==> src/rtl/seg_scanner.sv <==
// seg_scanner: time-multiplexed driver for a six-digit seven-segment display.
// Latency: seg/an/frame_start are registered, one clk after the slot position they describe.
// Backpressure: none; the scan free-runs and freeze only holds the captured frame.
// Optional feature macro SCAN_BLANK_EN: blanks the first BLANK cycles of every slot.
module seg_scanner #(
  parameter int DIV   = 50000,
  parameter int BLANK = 1000
) (
  input  logic       clk,
  input  logic       reset,
  input  logic [6:0] d1,
  input  logic [6:0] d2,
  input  logic [6:0] d3,
  input  logic [6:0] d4,
  input  logic [6:0] d5,
  input  logic [6:0] d6,
  input  logic       freeze,
  output logic [6:0] seg,
  output logic [5:0] an,
  output logic       frame_start
);

  localparam int              CW      = $clog2(DIV);
  localparam logic [CW-1:0]   CNT_MAX = CW'(DIV - 1);

  // Reject parameter values the counters cannot honour.
  if (DIV < 4 || DIV > (1 << 20)) begin : g_bad_div
    $error("seg_scanner: DIV out of range");
  end
  if (BLANK < 1 || BLANK >= DIV) begin : g_bad_blank
    $error("seg_scanner: BLANK out of range");
  end

  logic [CW-1:0] cnt;
  logic [2:0]    idx;
  logic [6:0]    shadow [6];

  logic          cnt_wrap;
  logic          frame_first;
  logic          capture;
  logic [6:0]    pat;
  logic [5:0]    vis_an;

  assign cnt_wrap    = (cnt == CNT_MAX);
  assign frame_first = (idx == 3'd0) && (cnt == '0);
  // A frozen frame start keeps the old shadow for the whole next frame.
  assign capture     = frame_first && !freeze;
  assign vis_an      = ~(6'b000001 << idx);

  // Select the held pattern for the digit currently being scanned.
  always_comb begin
    pat = 7'h00;
    case (idx)
      3'd0:    pat = shadow[0];
      3'd1:    pat = shadow[1];
      3'd2:    pat = shadow[2];
      3'd3:    pat = shadow[3];
      3'd4:    pat = shadow[4];
      3'd5:    pat = shadow[5];
      default: pat = 7'h00;
    endcase
  end

`ifdef SCAN_BLANK_EN
  localparam logic [CW-1:0] BLANK_C = CW'(BLANK);
`endif

  // Slot/digit counters, frame capture and registered display drive.
  always_ff @(posedge clk) begin
    if (reset) begin
      cnt         <= '0;
      idx         <= 3'd0;
      for (int i = 0; i < 6; i++) shadow[i] <= 7'h00;
      seg         <= 7'h00;
      an          <= 6'b111111;
      frame_start <= 1'b0;
    end else begin
      cnt <= cnt_wrap ? '0 : cnt + 1'b1;
      if (cnt_wrap) idx <= (idx == 3'd5) ? 3'd0 : idx + 3'd1;

      // All six digits load on the same edge so a frame never mixes old and new data.
      if (capture) begin
        shadow[0] <= d1;
        shadow[1] <= d2;
        shadow[2] <= d3;
        shadow[3] <= d4;
        shadow[4] <= d5;
        shadow[5] <= d6;
      end

      frame_start <= frame_first;

`ifdef SCAN_BLANK_EN
      if (cnt < BLANK_C) begin
        an  <= 6'b111111;
        seg <= 7'h00;
      end else begin
        an  <= vis_an;
        seg <= capture ? d1 : pat;
      end
`else
      // Digit 0 on a capture edge bypasses the shadow so the fresh value shows at once.
      an  <= vis_an;
      seg <= capture ? d1 : pat;
`endif
    end
  end

endmodule

==> config.mk <==
export PLATFORM = sky130hd
export DESIGN_NAME = seg_scanner
export DESIGN_NICKNAME = d
export VERILOG_FILES = /design/src/rtl/seg_scanner.sv
export SDC_FILE = /design/constraint.sdc
export NUM_CORES = 1
export LEC_CHECK = 0
export CAP_MARGIN = 30
export CORE_ASPECT_RATIO = 0.5
export CORE_MARGIN = 8
export CORE_UTILIZATION = 47
export DETAILED_ROUTE_END_ITERATION = 6
export PLACE_DENSITY = 0.78
export SYNTH_ARGS = -nofsm -noshare
export SYNTH_HDL_FRONTEND = slang
export SYNTH_SLANG_ARGS = --single-unit
export TNS_END_PERCENT = 1
==> constraint.sdc <==
create_clock -name clk -period 2.39 [get_ports clk]
set_input_delay 0.3585 -clock clk [delete_from_list [all_inputs] [get_ports clk]]
set_output_delay 0.3585 -clock clk [all_outputs]
set_load 0.02 [all_outputs]
==> metrics.yaml, run 1 <==
syn_area_per_cell_sq_um: 11.6
worstRegToRegCells: 6
drt-total-wl_um: 7120
place_hpwl_um: 5260
setup_ws_ns: 0.339
skew_ns: 0.00909
slew_viol_final: 0
dieWidth_um: 135
netlist_instances: 288
synth_top_area_share_pct: 37.7
root_buffer: "clkbuf_16"
setup_viol: 0
design.core.area_sq_mm: 0.00678
period_needed_ns: 2.05
timing.final.crit_share_pct: 85.8
syn-cell-area_sq_mm: 0.00334
finalHoldViolations: 0
clk_latency_ns: 0.33
overflow: 0
antenna_found_initial: 0
vias: 2329
initialDrtViolationCount: 150
yosysTopAreaCell: "edfxtp_1"
die-area_sq_mm: 0.0102
worstPathRequired_ns: 2.42
io_buffers: 58
gp_congestion: 0.789
crit_path_max_fanout: 13
area_growth_pct: 31.1
io-pin-count: 59
cts.hold.buffers_added: 0
nets: 401
cts.sinks: 75
drtAntennaViolNets: 0
multi_input_area_sq_mm: 0.00131
worst_slew_pin_slew_ns: 0.642
numCtsBuffers: 9
postCtsSetupRepairBufs: 0
num_rows: 21
grt_pass1_vias: 2327
hold_class: "reg -> reg"
drc: 0
tritoncts: "done"
clk_pin_slew_worst_paths_ns: 0.05
r2r-start: "cnt[7]"
synth_seq_cells: 75
cp_data_arrival_time_ns: 2.08
drive_gt1_share_pct: 13.4
die_y_um: 75.7
critPathKind: "reg -> reg"
startpoint_type: "register"
post_drt_wl_per_cell_um: 15.8
seq_area_frac_synth_pct: 57.5
start_util_pct: 49.3
grt_max_degree: 30
seqCellArea_sq_mm: 0.00192
peakVddDrop_v: 0.000385
ys.warnings.count: 0
maxCapViolations: 0
grt_usage_pct: 14.7
grt_setup_unrepaired: "false"
power_density_mw_per_mm2: 703
r2r_setup_slack_ns: 0.34
synth_nets: 336
ys_types: 43
setup_tns_ns: 0
r2r_end: "shadow[5][3]"
status: "finished, final reports clean"
cts_buffer_depth: 2
nFillCells: 526
ys_top_cells_by_area: "edfxtp_1 38%, dfxtp_1 20%, and2_1 8.2%"
setup.worst_path.end: "shadow[5][3]"
htree_levels: 3
place_ws_ns: 0.322
antennaDiodeCount: 0
route.detailed.vias_per_inst: 5.18
power.leakage_nw: 1.59
fmax_mhz: 488
cts_resized: 0
grt_pass1_wl_um: 11200
startpoint: "cnt[7]"
firstDrtPassIters: 5
end_kind: "register"
slew_headroom_pct: 57.1
[synth_stat cells]
cell type / n
nor3_4: 1
nor3_1: 7
dfxtp_1: 33
nor2b_1: 4
and2_1: 44
nand4_4: 2
a21oi_1: 14
ha_1: 3
nor2_1: 24
clkbuf_1: 9
or2_0: 1
inv_1: 9
nand2_1: 9
and3_2: 1
mux2_2: 4
edfxtp_1: 42
nand3_2: 1
a32o_1: 4
xor2_1: 3
xnor2_1: 10
nand4_1: 3
o21ai_2: 1
nor3_2: 1
a211oi_1: 4
a221oi_1: 3
nor4b_4: 1
nor4_4: 1
a211oi_2: 1
o21ai_0: 4
buf_2: 3
buf_1: 1
mux4_2: 3
clkbuf_2: 4
nor4_1: 2
nor3b_1: 1
or3_1: 4
o31ai_1: 6
buf_4: 1
nor4_2: 1
nand3b_1: 7
mux2i_1: 1
nand3_1: 9
or3_4: 1
[state kept, by name, summed over array words and instances (netlist names)]
register	cells
shadow	42
an	6
cnt	16
frame_start	1
idx	3
seg	7
[area by class of cell]
cell class                 count  share of cell area [%]
sequential                    75                    43.8
multi-input combinational    186                    29.9
inverter                       9                   0.770
clock buffer                  12                    5.62
clock inverter                 4                    1.17
timing repair buffer          72                    16.1
tap                           92                    2.62
[worst min-delay path by stage]
stage / end / cells past startpoint / from / slack, ns
5_1_grt: cnt[0] / 1 / cnt[0] / 0.51
6_report: cnt[0] / 1 / cnt[0] / 0.48
3_5_place_dp: cnt[0] / 1 / cnt[0] / 0.48
2_1_floorplan: cnt[0] / 1 / cnt[0] / 0.44
3_3_place_gp: cnt[0] / 1 / cnt[0] / 0.46
4_1_cts: cnt[0] / 1 / cnt[0] / 0.49
[layer usage]
metal  vias to the layer above  track usage (%)  share of wire, %
li1                       1148                -                 -
met1                      1128             15.2                38
met2                        51             27.1                56
met3                         2             5.79               5.4
met4                         0             5.37              0.59
met5                         -                0                 0
[stage by stage]
stage	cell area [sq um]	instances	utilization (%)	total power, mW	hold WS (ns)
4_1_cts	4390	450	64.7	3.12	0.489
3_5_place_dp	4090	434	60.3	1.80	0.476
2_1_floorplan	3350	288	-	1.64	0.442
3_3_place_gp	4070	433	60.1	1.79	0.456
6_report	4390	450	64.7	3.09	0.482
5_1_grt	4390	450	64.7	3.21	0.511
[critical path: stages, from the launching register on]
cell,delay [ns]
dfxtp_1,0.38
nor4_4,0.41
nand4_4,0.16
buf_4,0.22
or2_0,0.25
nand2_2,0.12
buf_4,0.22
[where the power goes]
| group | leakage (nW) | switching, mW | total, mW | internal (mW) |
|---|---|---|---|---|
| clock network | 0.143 | 0.475 | 1.31 | 0.836 |
| registers | 0.717 | 0.0269 | 1.48 | 1.46 |
| logic | 0.729 | 0.131 | 0.292 | 0.161 |
[cell families (layout without fill, tap and decap cells)]
logic type / count (synthesis) / in the layout / synth area share [%]
AOI/OAI and AO/OA: 37 / 37 / 7.56
xor gates and xnor gates: 13 / 13 / 3.40
adders and majority gates: 3 / 3 / 1.12
buffers and inverters: 27 / 97 / 3.40
DFF: 75 / 75 / 57.5
muxes: 8 / 8 / 3.67
and+or+nand+nor: 125 / 125 / 23.4
[cell usage in the layout, fill, tap and decap left out, types with 10 or more instances in the layout]
cell type	Yosys	routed
a21oi_1	14	14
buf_4	1	12
xnor2_1	10	10
clkdlybuf4s50_1	0	58
dfxtp_1	33	33
nor2_1	24	24
edfxtp_1	42	42
and2_1	44	44
No activity file was read; power rests on OpenSTA's default activity.
==> run 2: changes to the inputs <==
Settings changed: CAP_MARGIN 30 to 20, GPL_ROUTABILITY_DRIVEN set to 0.
==> run 2 against run 1 <==
- cell area barely moved
- worst setup slack worse by 0.010 ns
- non-clock buffer count shrank 1
- maximum frequency down 0.49%
- worst hold slack lost 0.00076 ns
- combinational power barely moved
- critical path depth up 2
- sequential cell count unchanged
- power is 3.2% higher
- clock skew down 0.0034 ns
- final cell count shrank 0.22%
- die area unchanged
- critical endpoint is now shadow[1][6]
==> metrics.yaml, run 2 (synthesized netlist as in run 1, its figures left out) <==
status: "finished, final reports clean"
p_clk_share_pct: 44.3
firstDrtPassIters: 4
setup_viol: 0
die_y_um: 75.7
htree_levels: 3
p_sw_share_pct: 20.8
combPwrFrac_pct: 9.1
grt_pass1_vias: 2470
start_util_pct: 49.3
area_growth_pct: 31.2
design.core.area_sq_mm: 0.00678
num_rows: 21
setup_tns_ns: 0
cts.sinks: 75
stdcell_count: 449
vias: 2332
p_sw_uw: 662
antennaDiodeCount: 0
tritoncts: "done"
antenna_found_initial: 0
period_needed_ns: 2.06
end_kind: "register"
root_buffer: "clkbuf_16"
die-area_sq_mm: 0.0102
drtAntennaViolNets: 0
worstRegToRegCells: 8
slew_viol_final: 0
grt_usage_pct: 15.4
clk_pin_slew_worst_paths_ns: 0.05
power_density_mw_per_mm2: 725
clk_latency_ns: 0.34
drt-total-wl_um: 7260
overflow: 0
drc: 0
cts_resized: 0
finalHoldViolations: 0
drive_gt1_share_pct: 12.9
regMostFlops: "shadow"
io-pin-count: 59
fmax_mhz: 485
place_hpwl_um: 5350
initialDrtViolationCount: 137
cts_buffer_depth: 2
cts.hold.buffers_added: 0
power.leakage_nw: 1.59
slew_headroom_pct: 56.9
internal_power_mw: 2.52
grt_max_degree: 43
nets: 400
largest_reg_flops: 42
io_buffers: 58
numCtsBuffers: 9
startpoint_type: "register"
post_drt_wl_per_cell_um: 16.2
route.detailed.vias_per_inst: 5.19
holdWs_ns: 0.481
grt_pass1_wl_um: 11900
worst_slew_pin_slew_ns: 0.645
postCtsSetupRepairBufs: 0
critPathKind: "reg -> reg"
placedCellCount: 432
final_common_cell: "clkdlybuf4s50_1"
final_cell_mix: "58 x clkdlybuf4s50_1, 44 x and2_1, 42 x edfxtp_1"
sequentialPowerShare_pct: 46.6
skew_ns: 0.00566
timing.final.crit_share_pct: 86.2
top_regs: "shadow: 42 flops, cnt: 16 flops, seg: 7 flops"
dieWidth_um: 135
hold_class: "reg -> reg"
grt_setup_unrepaired: "false"
worstPathRequired_ns: 2.42
hold_depth: 1
crit_path_max_fanout: 13
maxCapViolations: 0
peakVddDrop_v: 0.000394
cp_data_arrival_time_ns: 2.09
run 2: changes by cell type in the layout (fill, tap and decap cells not counted):
cell,previous run,this run
bufinv_16,1,2
clkbuf_8,1,0
clkbuf_1,2,1
clkinv_4,1,0
buf_4,12,11
clkinv_1,0,2
run 2: final timing paths:
kind / start / endpoint / slack [ns]
max: cnt[0] / shadow[1][6] / 0.33
min: cnt[0] / cnt[0] / 0.48
max reg2reg: cnt[0] / shadow[1][6] / 0.33
min reg2reg: cnt[0] / cnt[0] / 0.48
run 2: final cells by class:
type	count	area, sq um
clock buffers	10	229
clock inverters	6	80.1
fillers	516	2390
inverters	9	33.8
multi-input cells	186	1310
flip-flops and latches	75	1920
well taps	92	115
repair buffers	71	698
run 2: metrics by stage:
stage          setup WS, ns  total power [mW]  instance area [sq um]  util [%]
3_3_place_gp          0.167              1.79                   4070      60.0
5_1_grt               0.171              3.29                   4390      64.7
2_1_floorplan         0.140              1.64                   3350         -
4_1_cts               0.140              3.20                   4370      64.5
3_5_place_dp         0.0476              1.80                   4070      60.0
6_report              0.329              3.18                   4390      64.7
run 2: power groups by stage:
stage	sequential, mW	combinational (mW)	clock [mW]
after floorplan	1.52	0.125	0
after detailed placement	1.51	0.289	0
after CTS	1.48	0.290	1.43
final	1.48	0.290	1.41
after global placement	1.51	0.282	0
after global routing	1.49	0.315	1.48
run 2: per-layer routing:
metal  vias to the layer above  routed length (um)  global-route usage (%)
li1                       1155                   -                       -
met1                      1119                2850                    16.0
met2                        46                3910                    28.4
met3                        12                 369                    5.13
met4                         0                 136                    7.44
met5                         -                   0                       0
run 2: worst max-delay path, cell delays in order, from the launching register on:
cell and delay, ns:
dfxtp_1 0.34, inv_1 0.07, ha_1 0.15, nor4b_4 0.25
nand4_4 0.15, buf_4 0.21, or2_0 0.24, nand2_2 0.11
buf_4 0.23
